File: config.mk
export PLATFORM = sky130hd
export DESIGN_NAME = bcd_time_counter_flat
export DESIGN_NICKNAME = d
export VERILOG_FILES = /design/src/rtl/bcd_time_counter_if.sv /design/src/rtl/bcd_time_counter.sv /design/src/flat_wrapper.sv
export SDC_FILE = /design/constraint.sdc
export NUM_CORES = 1
export LEC_CHECK = 0
export ABC_CLOCK_PERIOD_IN_PS = 3580
export BUFFER_PORTS_ARGS = -buffer_cell sky130_fd_sc_hd__buf_2
export CORE_UTILIZATION = 62
export DETAILED_ROUTE_END_ITERATION = 12
export HOLD_SLACK_MARGIN = 0.1
export MAX_ROUTING_LAYER = met4
export PLACE_DENSITY_LB_ADDON = 0.25
export SYNTH_ARGS = -nofsm -noshare
export SYNTH_HDL_FRONTEND = slang
export SYNTH_SLANG_ARGS = --single-unit
File: constraint.sdc
create_clock -name clk -period 3.58 [get_ports clk]
set_input_delay 0 -clock clk [delete_from_list [all_inputs] [get_ports clk]]
set_output_delay 0 -clock clk [all_outputs]
set_load 0.01 [all_outputs]
File: src/rtl/bcd_time_counter_if.sv
// Bundle for the time counter's controls and its time display outputs.
// The slave side is the counter; the master side is the button/renderer side.
interface bcd_time_counter_if;
    logic       set_mode;
    logic       btn_hr;
    logic       btn_min;
    logic       tick_1Hz;
    logic [3:0] sec_1s;
    logic [3:0] sec_10s;
    logic [3:0] min_1s;
    logic [3:0] min_10s;
    logic [3:0] hr_1s;
    logic [3:0] hr_10s;
    logic       pm;

    modport master (
        output set_mode, btn_hr, btn_min,
        input  tick_1Hz, sec_1s, sec_10s, min_1s, min_10s, hr_1s, hr_10s, pm
    );

    modport slave (
        input  set_mode, btn_hr, btn_min,
        output tick_1Hz, sec_1s, sec_10s, min_1s, min_10s, hr_1s, hr_10s, pm
    );
endinterface

File: src/rtl/bcd_time_counter.sv
// 12-hour BCD timekeeper: divides clk to a 1 Hz tick, ripples seconds into
// minutes and hours, and supports a halted set mode driven by two buttons.
module bcd_time_counter #(
    parameter int CLK_HZ = 100_000_000
) (
    input  logic             clk,
    input  logic             reset,
    bcd_time_counter_if.slave bus
);
    localparam int PW = (CLK_HZ > 1) ? $clog2(CLK_HZ) : 1;
    localparam logic [PW-1:0] PRESC_LAST = PW'(CLK_HZ - 1);

    // Returns {carry, tens, ones} for a 00..59 BCD field advanced by one.
    function automatic logic [8:0] bcd60_inc(input logic [3:0] tens, input logic [3:0] ones);
        logic [8:0] res;
        if (ones == 4'd9) begin
            if (tens == 4'd5) begin
                res = {1'b1, 4'd0, 4'd0};
            end else begin
                res = {1'b0, tens + 4'd1, 4'd0};
            end
        end else begin
            res = {1'b0, tens, ones + 4'd1};
        end
        return res;
    endfunction

    // Returns {pm, hr_10s, hr_1s} for the 12,01..11,12 sequence; 11->12 flips pm.
    function automatic logic [8:0] hour_inc(input logic [3:0] h10, input logic [3:0] h1,
                                            input logic p);
        logic [8:0] res;
        if ((h10 == 4'd1) && (h1 == 4'd1)) begin
            res = {~p, 4'd1, 4'd2};
        end else if ((h10 == 4'd1) && (h1 == 4'd2)) begin
            res = {p, 4'd0, 4'd1};
        end else if (h1 == 4'd9) begin
            res = {p, 4'd1, 4'd0};
        end else begin
            res = {p, h10, h1 + 4'd1};
        end
        return res;
    endfunction

    logic [PW-1:0] presc_r, presc_nxt_s;
    logic          tick_r, tick_nxt_s;
    logic [3:0]    sec_1s_r, sec_10s_r, min_1s_r, min_10s_r, hr_1s_r, hr_10s_r;
    logic [3:0]    sec_1s_nxt_s, sec_10s_nxt_s, min_1s_nxt_s, min_10s_nxt_s;
    logic [3:0]    hr_1s_nxt_s, hr_10s_nxt_s;
    logic          pm_r, pm_nxt_s;
    logic          btn_hr_q_r, btn_min_q_r;
    logic          hr_edge_s, min_edge_s;
    logic [8:0]    sec_inc_s, min_inc_s, hr_inc_s;

    assign hr_edge_s  = bus.btn_hr & ~btn_hr_q_r;
    assign min_edge_s = bus.btn_min & ~btn_min_q_r;
    assign sec_inc_s  = bcd60_inc(sec_10s_r, sec_1s_r);
    assign min_inc_s  = bcd60_inc(min_10s_r, min_1s_r);
    assign hr_inc_s   = hour_inc(hr_10s_r, hr_1s_r, pm_r);

    // Next-state selection: set mode edits, run mode ripples a whole second in one cycle.
    always_comb begin
        presc_nxt_s   = presc_r;
        tick_nxt_s    = 1'b0;
        sec_1s_nxt_s  = sec_1s_r;
        sec_10s_nxt_s = sec_10s_r;
        min_1s_nxt_s  = min_1s_r;
        min_10s_nxt_s = min_10s_r;
        hr_1s_nxt_s   = hr_1s_r;
        hr_10s_nxt_s  = hr_10s_r;
        pm_nxt_s      = pm_r;
        if (bus.set_mode) begin
            presc_nxt_s   = '0;
            sec_1s_nxt_s  = 4'd0;
            sec_10s_nxt_s = 4'd0;
            // Minutes wrap 59->00 here without touching the hour.
            if (min_edge_s) begin
                {min_10s_nxt_s, min_1s_nxt_s} = min_inc_s[7:0];
            end else begin
                {min_10s_nxt_s, min_1s_nxt_s} = {min_10s_r, min_1s_r};
            end
            if (hr_edge_s) begin
                {pm_nxt_s, hr_10s_nxt_s, hr_1s_nxt_s} = hr_inc_s;
            end else begin
                {pm_nxt_s, hr_10s_nxt_s, hr_1s_nxt_s} = {pm_r, hr_10s_r, hr_1s_r};
            end
        end else if (presc_r == PRESC_LAST) begin
            presc_nxt_s = '0;
            tick_nxt_s  = 1'b1;
            {sec_10s_nxt_s, sec_1s_nxt_s} = sec_inc_s[7:0];
            if (sec_inc_s[8]) begin
                {min_10s_nxt_s, min_1s_nxt_s} = min_inc_s[7:0];
                if (min_inc_s[8]) begin
                    {pm_nxt_s, hr_10s_nxt_s, hr_1s_nxt_s} = hr_inc_s;
                end else begin
                    {pm_nxt_s, hr_10s_nxt_s, hr_1s_nxt_s} = {pm_r, hr_10s_r, hr_1s_r};
                end
            end else begin
                {min_10s_nxt_s, min_1s_nxt_s} = {min_10s_r, min_1s_r};
            end
        end else begin
            presc_nxt_s = presc_r + PW'(1);
        end
    end

    // State registers; button history tracks inputs in every mode to avoid stale edges.
    always_ff @(posedge clk) begin
        if (reset) begin
            presc_r     <= '0;
            tick_r      <= 1'b0;
            sec_1s_r    <= 4'd0;
            sec_10s_r   <= 4'd0;
            min_1s_r    <= 4'd0;
            min_10s_r   <= 4'd0;
            hr_1s_r     <= 4'd2;
            hr_10s_r    <= 4'd1;
            pm_r        <= 1'b0;
            btn_hr_q_r  <= 1'b0;
            btn_min_q_r <= 1'b0;
        end else begin
            presc_r     <= presc_nxt_s;
            tick_r      <= tick_nxt_s;
            sec_1s_r    <= sec_1s_nxt_s;
            sec_10s_r   <= sec_10s_nxt_s;
            min_1s_r    <= min_1s_nxt_s;
            min_10s_r   <= min_10s_nxt_s;
            hr_1s_r     <= hr_1s_nxt_s;
            hr_10s_r    <= hr_10s_nxt_s;
            pm_r        <= pm_nxt_s;
            btn_hr_q_r  <= bus.btn_hr;
            btn_min_q_r <= bus.btn_min;
        end
    end

    assign bus.tick_1Hz = tick_r;
    assign bus.sec_1s   = sec_1s_r;
    assign bus.sec_10s  = sec_10s_r;
    assign bus.min_1s   = min_1s_r;
    assign bus.min_10s  = min_10s_r;
    assign bus.hr_1s    = hr_1s_r;
    assign bus.hr_10s   = hr_10s_r;
    assign bus.pm       = pm_r;
endmodule

File: src/flat_wrapper.sv
// flat-port wrapper written by rule: the top's interface ports become plain ports
module bcd_time_counter_flat 
#(
    parameter int CLK_HZ = 100_000_000
)
  (clk, reset, bus_set_mode, bus_btn_hr, bus_btn_min, bus_tick_1Hz, bus_sec_1s, bus_sec_10s, bus_min_1s, bus_min_10s, bus_hr_1s, bus_hr_10s, bus_pm);
  bcd_time_counter_if bus_i ();
  input  logic clk;
  input  logic reset;
  input wire logic [$bits(bus_i.set_mode)-1:0] bus_set_mode;
  input wire logic [$bits(bus_i.btn_hr)-1:0] bus_btn_hr;
  input wire logic [$bits(bus_i.btn_min)-1:0] bus_btn_min;
  output wire logic [$bits(bus_i.tick_1Hz)-1:0] bus_tick_1Hz;
  output wire logic [$bits(bus_i.sec_1s)-1:0] bus_sec_1s;
  output wire logic [$bits(bus_i.sec_10s)-1:0] bus_sec_10s;
  output wire logic [$bits(bus_i.min_1s)-1:0] bus_min_1s;
  output wire logic [$bits(bus_i.min_10s)-1:0] bus_min_10s;
  output wire logic [$bits(bus_i.hr_1s)-1:0] bus_hr_1s;
  output wire logic [$bits(bus_i.hr_10s)-1:0] bus_hr_10s;
  output wire logic [$bits(bus_i.pm)-1:0] bus_pm;
  assign bus_i.set_mode = bus_set_mode;
  assign bus_i.btn_hr = bus_btn_hr;
  assign bus_i.btn_min = bus_btn_min;
  assign bus_tick_1Hz = bus_i.tick_1Hz;
  assign bus_sec_1s = bus_i.sec_1s;
  assign bus_sec_10s = bus_i.sec_10s;
  assign bus_min_1s = bus_i.min_1s;
  assign bus_min_10s = bus_i.min_10s;
  assign bus_hr_1s = bus_i.hr_1s;
  assign bus_hr_10s = bus_i.hr_10s;
  assign bus_pm = bus_i.pm;
  bcd_time_counter #(.CLK_HZ(CLK_HZ)) u_core (.clk(clk), .reset(reset), .bus(bus_i));
endmodule
==> impl_metrics.yaml, run 1 <==
global_routing:
  grt_start_max_net_pins: 26
  antenna_found_initial: 0
  grt_first_pass_wirelength_um: 8290
  grt.total_usage_pct: 24.8
  grt_pass1_vias: 1899
  overflow: 0
power:
  powerDensity_nw_per_um2: 342
  power.total_uw: 986
  ir_drop_v: 0.000263
  leakage_nw: 1.05
floorplanning:
  rows: 23
  initial_core_util_pct: 65.3
  core_area_um2: 4030
  dieWidth_um: 67.2
  ios: 31
  die-height_um: 67.2
  dieArea_um2: 4510
clock_network:
  postCtsSetupRepairBufs: 0
  cts_sinks: 52
  cts_tree: "done"
  clk_latency_ns: 0.30
  cts_inserted_buffers: 5
  root_buffer: "clkbuf_8"
  cts_resized: 0
  htreeDepth: 2
  cts_hold_buffers: 2
  clkTransAtPathRegs_ns: 0.09
  clockBufferDepth: 2
yosys:
  synth-seq-cells: 52
  syn_avg_cell_area_um2: 8.36
  synth_top_family_by_area: "simple AND/OR/NAND/NOR gates"
  synth.area.mux_share_pct: 2.14
  ys.flop_type: "dfxtp_1"
  yosys.area_share.simple_pct: 33.7
  yosysSeqAreaShare_pct: 39.5
  ys_warn_count: 0
  synth_compound_area_share_pct: 10.7
  synthArstFlopShare_pct: 0
  synthAdderAreaFrac_pct: 0.475
  synth.cell_area_um2: 2630
  ys_types: 55
  synth_edf_count: 0
  syn_inst: 315
  synth_xor_xnor_area_share_pct: 8.98
cells_and_area:
  fill_cells: 322
  fin_cells: 389
  design_area_um2: 2880
  diodes: 0
  final_common_cell: "nor2_1"
  nets: 344
  multi_input_comb_area_um2: 1490
  drive_gt1_share_pct: 14.7
  most-common-layout-cells: "nor2_1, dfxtp_1, buf_2, nand2_1, nand3_1"
  syn2layout_area_growth_pct: 9.46
  utilization_pct: 71.5
  register_area_um2: 1040
sta:
  fmax_mhz: 422
  fin_setup_tns_ns: 0
  drv_slew: 0
  finalHoldViolations: 0
  holdWs_ns: 0.109
  worst_pin_slew_ns: 0.790
  rsz0062_at_grt: "no"
  clock_skew_ns: 0.00439
  relSlewSlack_pct: 46.9
  finalCritPeriodShare_pct: 66.1
  fin_ws_ns: 1.21
  period_needed_ns: 2.37
  finalSetupViolCount: 0
routing:
  vias_per_cell: 5.80
  first_iter_violations: 167
  wl_um: 5050
  first_pass_iters: 4
  drc: 0
  detail_route.wl_per_cell_um: 13.0
  vias: 2257
  drt.antenna.violating_nets: 0
setup_path:
  cp-start-kind: "register"
  end_kind: "register"
  critical_path_required_ns: 3.74
  crit_fanout: 25
  worstPathArrival_ns: 2.53
  critPathKind: "reg -> reg"
place:
  gp_congestion: 0.799
  dp.cells: 379
  dp_hpwl_um: 3590
  placed_area_um2: 2770
  dpl_worst_slack_ns: 1.19
  portBuffers: 27
run_status:
  run_status: "finished, final reports clean"
run:
  maxCapViolCount: 0
min_path:
  hold_path_class: "in -> reg"
## cell type report
cell class	count	share of cell area (%)
multi-input cells	239	51.5
flip-flops and latches	52	36.1
repair buffers	29	5.38
clock buffers	6	2.87
well taps	50	2.17
inverters	11	1.43
clock inverters	2	0.478
## critical path, cell delays in order (launching register included)
cell and delay [ns]:
dfxtp_1 0.39, ha_1 0.27, nand4_4 0.15, nor4_4 0.46, nand2_1 0.20, nand2_1 0.64
nor2_1 0.12
## Yosys cell counts, drive strengths merged, types with 4 or more instances
cell type / n / share of area [%]
a21oi: 16 / 3.0
and3: 7 / 1.7
and4: 5 / 1.7
buf: 8 / 1.8
clkbuf: 7 / 1.0
dfxtp: 52 / 40
inv: 11 / 1.6
mux2: 5 / 2.1
nand2: 21 / 3.0
nand3: 20 / 3.8
nand4: 11 / 3.4
nor2: 53 / 7.6
nor2b: 7 / 1.7
nor3: 5 / 0.95
nor4: 5 / 2.2
o21ai: 4 / 0.76
xnor2: 13 / 4.3
xor2: 14 / 4.7
## sequential cells by signal, summed over array words and instances (netlist names)
name	cells
u_core.bus.min_10s	4
u_core.bus.tick_1Hz	1
u_core.bus.hr_10s	1
u_core.bus.sec_1s	4
u_core.bus.sec_10s	4
u_core.bus.hr_1s	4
u_core.btn_hr_q_r	1
u_core.bus.min_1s	4
u_core.btn_min_q_r	1
u_core.bus.pm	1
u_core.presc_r	27
## worst paths after layout
path | to | from | depth (start not counted) | slack, ns
max | u_core.presc_r[10] | u_core.presc_r[0] | 6 | 1.21
min | u_core.btn_min_q_r | reset | 2 | 0.11
max reg2reg | u_core.presc_r[10] | u_core.presc_r[0] | 6 | 1.21
min reg2reg | u_core.presc_r[0] | u_core.presc_r[0] | 1 | 0.49
## per-layer routing
metal / GRT usage, % / vias to the layer above / part of all wire (%)
li1: - / 1142 / -
met1: 31.1 / 1063 / 48
met2: 39.6 / 46 / 47
met3: 5.57 / 6 / 3.9
met4: 7.18 / 0 / 0.97
met5: - / - / 0
## cells by family after synthesis
| kind of cell | after synthesis |
|---|---|
| DFF | 52 |
| AOI/OAI and AO/OA | 43 |
| and+or+nand+nor | 160 |
| xor gates and xnor gates | 27 |
| other | 1 |
| adders and majority gates | 1 |
| buffers and inverters | 26 |
| muxes | 5 |
## where the power goes
group          total (mW)  internal, mW  switching (mW)
Sequential          0.591         0.584         0.00722
Clock               0.349         0.158           0.190
Combinational      0.0463        0.0177          0.0286
Power figures use the tool's default switching activity.
==> run 2: changes to the inputs <==
--- a/config.mk
+++ b/config.mk
@@ -5,9 +5,9 @@
 export SDC_FILE = /design/constraint.sdc
 export NUM_CORES = 1
 export LEC_CHECK = 0
-export ABC_CLOCK_PERIOD_IN_PS = 3580
+export ABC_CLOCK_PERIOD_IN_PS = 2000
 export BUFFER_PORTS_ARGS = -buffer_cell sky130_fd_sc_hd__buf_2
-export CORE_UTILIZATION = 62
+export CORE_UTILIZATION = 52
 export DETAILED_ROUTE_END_ITERATION = 12
 export HOLD_SLACK_MARGIN = 0.1
 export MAX_ROUTING_LAYER = met4
==> constraint.sdc (replaced) <==
create_clock -name clk -period 2 [get_ports clk]
set_input_delay 0 -clock clk [delete_from_list [all_inputs] [get_ports clk]]
set_output_delay 0 -clock clk [all_outputs]
set_load 0.01 [all_outputs]
==> run 2 against run 1 <==
Effect of this change: the flow now finishes with violations (setup timing); critical path type unchanged; count of clock-buffer cells in the layout down 1; highest routed layer unchanged; register-to-register slack worse by 1.2 ns; sequential share of layout area shrank 5.0 points; critical path depth up 3; sequential power rose by 79%; non-clock buffer count increased by 46; maximum frequency is 18% higher; global-route usage grew 0.17 points.
==> impl_metrics.yaml, run 2 (synthesized netlist as in run 1, its figures left out) <==
global_routing:
  grt_first_pass_wirelength_um: 10000
  grt.total_usage_pct: 24.9
  grt_start_max_net_pins: 26
  antenna_found_initial: 0
  overflow: 0
  grt_pass1_vias: 2185
sta:
  drv_slew: 0
  period_needed_ns: 2.01
  finalHoldViolations: 0
  clock_skew_ns: 0.0112
  finalSetupViolCount: 1
  finalCritPeriodShare_pct: 101
  fin_ws_ns: -0.0143
  holdWs_ns: 0.0934
  rsz0062_at_grt: "yes"
  fmax_mhz: 496
  fin_setup_tns_ns: -0.0143
routing:
  highest_layer: "met4"
  vias_per_cell: 5.49
  vias: 2464
  first_pass_iters: 4
  wl_met3_um: 348
  drt.antenna.violating_nets: 0
  wl_um: 6330
  met2_wirelength_um: 2940
  wl_met1_um: 2980
  first_iter_violations: 160
  drc: 0
  detail_route.wl_per_cell_um: 14.1
cells_and_area:
  drive_gt1_share_pct: 28.3
  nets: 390
  fin_cells: 449
  utilization_pct: 70.2
  fill_cells: 371
  top_register: "u_core.presc_r"
  largest_reg_flops: 27
  diodes: 0
  syn2layout_area_growth_pct: 27.7
  most-common-layout-cells: "nor2_1, dfxtp_1, buf_4, buf_2, nand2_1"
  final_common_cell: "nor2_1"
  design_area_um2: 3360
clock_network:
  clockBufferDepth: 2
  clkTransAtPathRegs_ns: 0.09
  clk_latency_ns: 0.31
  root_buffer: "clkbuf_8"
  cts_inserted_buffers: 5
  cts_sinks: 52
  cts_tree: "done"
  htreeDepth: 2
floorplanning:
  initial_core_util_pct: 55.0
  core_area_um2: 4790
  dieWidth_um: 73.2
  dieArea_um2: 5350
  rows: 25
  die-height_um: 73.2
  ios: 31
setup_path:
  critical_path_required_ns: 2.21
  worstPathArrival_ns: 2.22
  critPathKind: "reg -> reg"
  crit_fanout: 6
  end_kind: "register"
  cp-start-kind: "register"
power:
  ir_drop_v: 0.000296
  leakage_nw: 1.31
  powerDensity_nw_per_um2: 510
  power.total_mw: 1.71
run_status:
  violations: "setup timing"
  run_status: "finished with violations"
place:
  dpl_worst_slack_ns: -0.00247
  gp_congestion: 0.920
  portBuffers: 27
  dp_hpwl_um: 4320
  placed_area_um2: 3120
  dp.cells: 433
run:
  maxCapViolCount: 0
min_path:
  hold_path_class: "in -> reg"
-- run 2: power by group --
| part | switching [mW] | leakage, nW | internal [mW] |
|---|---|---|---|
| registers | 0.0116 | 0.421 | 1.04 |
| logic | 0.0606 | 0.855 | 0.0445 |
| clock network | 0.327 | 0.0359 | 0.227 |
-- run 2: critical path, stage by stage, from the launching register on --
cell	delay, ns
dfxtp_4	0.37
ha_4	0.16
nand4_4	0.10
nor4_4	0.31
buf_4	0.18
buf_6	0.09
nand4_1	0.09
buf_6	0.16
a21oi_4	0.15
mux2_4	0.30
-- run 2: repair_timing --
item | CTS | global route
setup buffers | 0 | 8
hold buffers | 3 | 0
gates resized for setup | 0 | 22
setup endpoints to repair | 1 | 13
pin swaps | 1 | 12
hold endpoints to repair | 2 | 0
-- run 2: per-layer routing --
layer	track usage (%)	vias up
li1	-	1233
met1	32.5	1156
met2	38.3	69
met3	5.52	6
met4	7.84	0
met5	-	-
-- run 2: path summary, 6_finish.rpt --
check | startpoint | end | slack [ns] | cells past startpoint
min reg2reg | u_core.presc_r[16] | u_core.presc_r[16] | 0.52 | 2
max | u_core.presc_r[1] | u_core.bus.min_1s[2] | -0.01 | 9
min | reset | u_core.btn_min_q_r | 0.09 | 2
max reg2reg | u_core.presc_r[1] | u_core.bus.min_1s[2] | -0.01 | 9
-- run 2: final cells by class --
class                   count  area, um2  area share (%)
clock buffers               5       68.8            2.05
inverters                  11       41.3            1.23
multi-input cells         239       1600            47.5
flip-flops and latches     52       1050            31.1
well taps                  67       83.8            2.49
repair buffers             75        527            15.7
==> run 3: changes to the inputs <==
--- a/config.mk
+++ b/config.mk
@@ -12,6 +12,7 @@
 export HOLD_SLACK_MARGIN = 0.1
 export MAX_ROUTING_LAYER = met4
 export PLACE_DENSITY_LB_ADDON = 0.25
+export RECOVER_POWER = 100
 export SYNTH_ARGS = -nofsm -noshare
 export SYNTH_HDL_FRONTEND = slang
 export SYNTH_SLANG_ARGS = --single-unit
==> run 3 against run 2 <==
Effect of this change: the run still ends with setup timing left; hold slack improved by 0.0080 ns; die area unchanged; routed wire length rose by 0.22%; clock power about the same; register-to-register slack hardly changed; count of clock-buffer cells in the layout is the same; via count rose by 1.0%; power shrank 0.19%; largest power group unchanged; highest routed layer unchanged.
==> impl_metrics.yaml, run 3 (synthesized netlist as in run 1, its figures left out) <==
sta:
  rsz0062_at_grt: "yes"
  fin_setup_tns_ns: -0.0167
  period_needed_ns: 2.02
  drv_slew: 0
  clock_skew_ns: 0.00863
  finalSetupViolCount: 1
  finalCritPeriodShare_pct: 101
  finalHoldViolations: 0
  fmax_mhz: 496
  fin_ws_ns: -0.0167
setup_path:
  path_delay_family: "simple AND/OR/NAND/NOR gates"
  critPathSlowestCell: "dfxtp_4"
  critPathKind: "reg -> reg"
  worstPathArrival_ns: 2.22
  end_kind: "register"
  crit_chain: "ha_4 -> nand4_4 -> nor4_4 -> buf_4 -> buf_6 -> nand4_1 -> buf_6 -> a21oi_4 -> mux2_4"
  crit_top_cell: "buf_6"
  crit_fanout: 6
  cp_slowest_stage_delay_ns: 0.37
  path_buf_inv: 3
  cp-start-kind: "register"
  critical_path_required_ns: 2.20
place:
  dpl_worst_slack_ns: -0.00247
  gp_congestion: 0.920
  portBuffers: 27
  dp_hpwl_um: 4320
cells_and_area:
  nets: 390
  diodes: 0
  syn2layout_area_growth_pct: 26.0
  final_common_cell: "nor2_1"
  top_register: "u_core.presc_r"
  fill_cells: 390
  largest_reg_flops: 27
  utilization_pct: 69.3
  drive_gt1_share_pct: 22.3
  most-common-layout-cells: "nor2_1, dfxtp_1, buf_4, clkbuf_1, nand2_1"
global_routing:
  antenna_found_initial: 0
  grt_start_max_net_pins: 26
  grt.total_usage_pct: 24.9
  overflow: 0
  grt_pass1_vias: 2185
  grt_first_pass_wirelength_um: 10000
routing:
  vias_per_cell: 5.54
  first_iter_violations: 161
  drt.antenna.violating_nets: 0
  highest_layer: "met4"
  vias: 2489
  wl_met3_um: 389
  first_pass_iters: 5
  drc: 0
  wl_um: 6340
  met2_wirelength_um: 2900
  detail_route.wl_per_cell_um: 14.1
  wl_met1_um: 2990
floorplanning:
  die-height_um: 73.2
  initial_core_util_pct: 55.0
  ios: 31
  rows: 25
  dieWidth_um: 73.2
  core_area_um2: 4790
  dieArea_um2: 5350
clock_network:
  clk_latency_ns: 0.31
  cts_tree: "done"
  htreeDepth: 2
  cts_sinks: 52
  clkTransAtPathRegs_ns: 0.09
  cts_inserted_buffers: 5
  root_buffer: "clkbuf_8"
  clockBufferDepth: 2
run_status:
  violations: "setup timing"
  run_status: "finished with violations"
run:
  maxCapViolCount: 0
power:
  leakage_nw: 1.22
  power.total_mw: 1.71
  ir_drop_v: 0.000298
  powerDensity_nw_per_um2: 516
min_path:
  hold_path_class: "in -> reg"
-- run 3: cell count changes in the layout (fill, tap and decap cells not counted), sizes merged --
cell    delta
clkbuf    +23
buf       -23
-- run 3: routing by layer --
layer	vias to the layer above	global-route usage (%)
met2	86	38.3
met3	6	5.52
met5	-	-
met4	0	7.84
li1	1233	-
met1	1164	32.5
-- run 3: area by class of cell --
class                           instances  area, um2  area share [%]
Tap cell                               67       83.8            2.53
Sequential cell                        52       1050            31.5
Multi-Input combinational cell        239       1600            48.1
Clock buffer                            5       68.8            2.08
Timing Repair Buffer                   75        480            14.5
Inverter                               11       41.3            1.25
-- run 3: final timing paths --
path                       from                    to  slack, ns  cells after the start
min                       reset    u_core.btn_min_q_r       0.10                      2
max           u_core.presc_r[1]  u_core.bus.min_1s[2]      -0.02                      9
min reg2reg  u_core.presc_r[16]    u_core.presc_r[16]       0.52                      2
max reg2reg   u_core.presc_r[1]  u_core.bus.min_1s[2]      -0.02                      9
-- run 3: power breakdown --
part / switching [mW] / total [mW] / internal (mW)
Combinational: 0.0606 / 0.102 / 0.0417
Sequential: 0.0119 / 1.06 / 1.04
Clock: 0.326 / 0.553 / 0.227
Total: 0.399 / 1.71 / 1.31
-- run 3: per-stage QoR --
stage               area, um2  instances  hold slack (ns)
floorplan                2680        317            0.128
global placement         3120        433            0.223
detailed placement       3120        433            0.242
CTS                      3210        441            0.100
global route             3320        449            0.133
finish                   3320        449            0.101
-- run 3: repair_timing --
action / CTS / global route
pin swaps: 1 / 12
hold buffers: 3 / 0
setup endpoints to repair: 1 / 13
buffers inserted: 0 / 8
endpoints found under the hold margin: 2 / 0
resized for setup: 0 / 22
gates cloned: 0 / 0
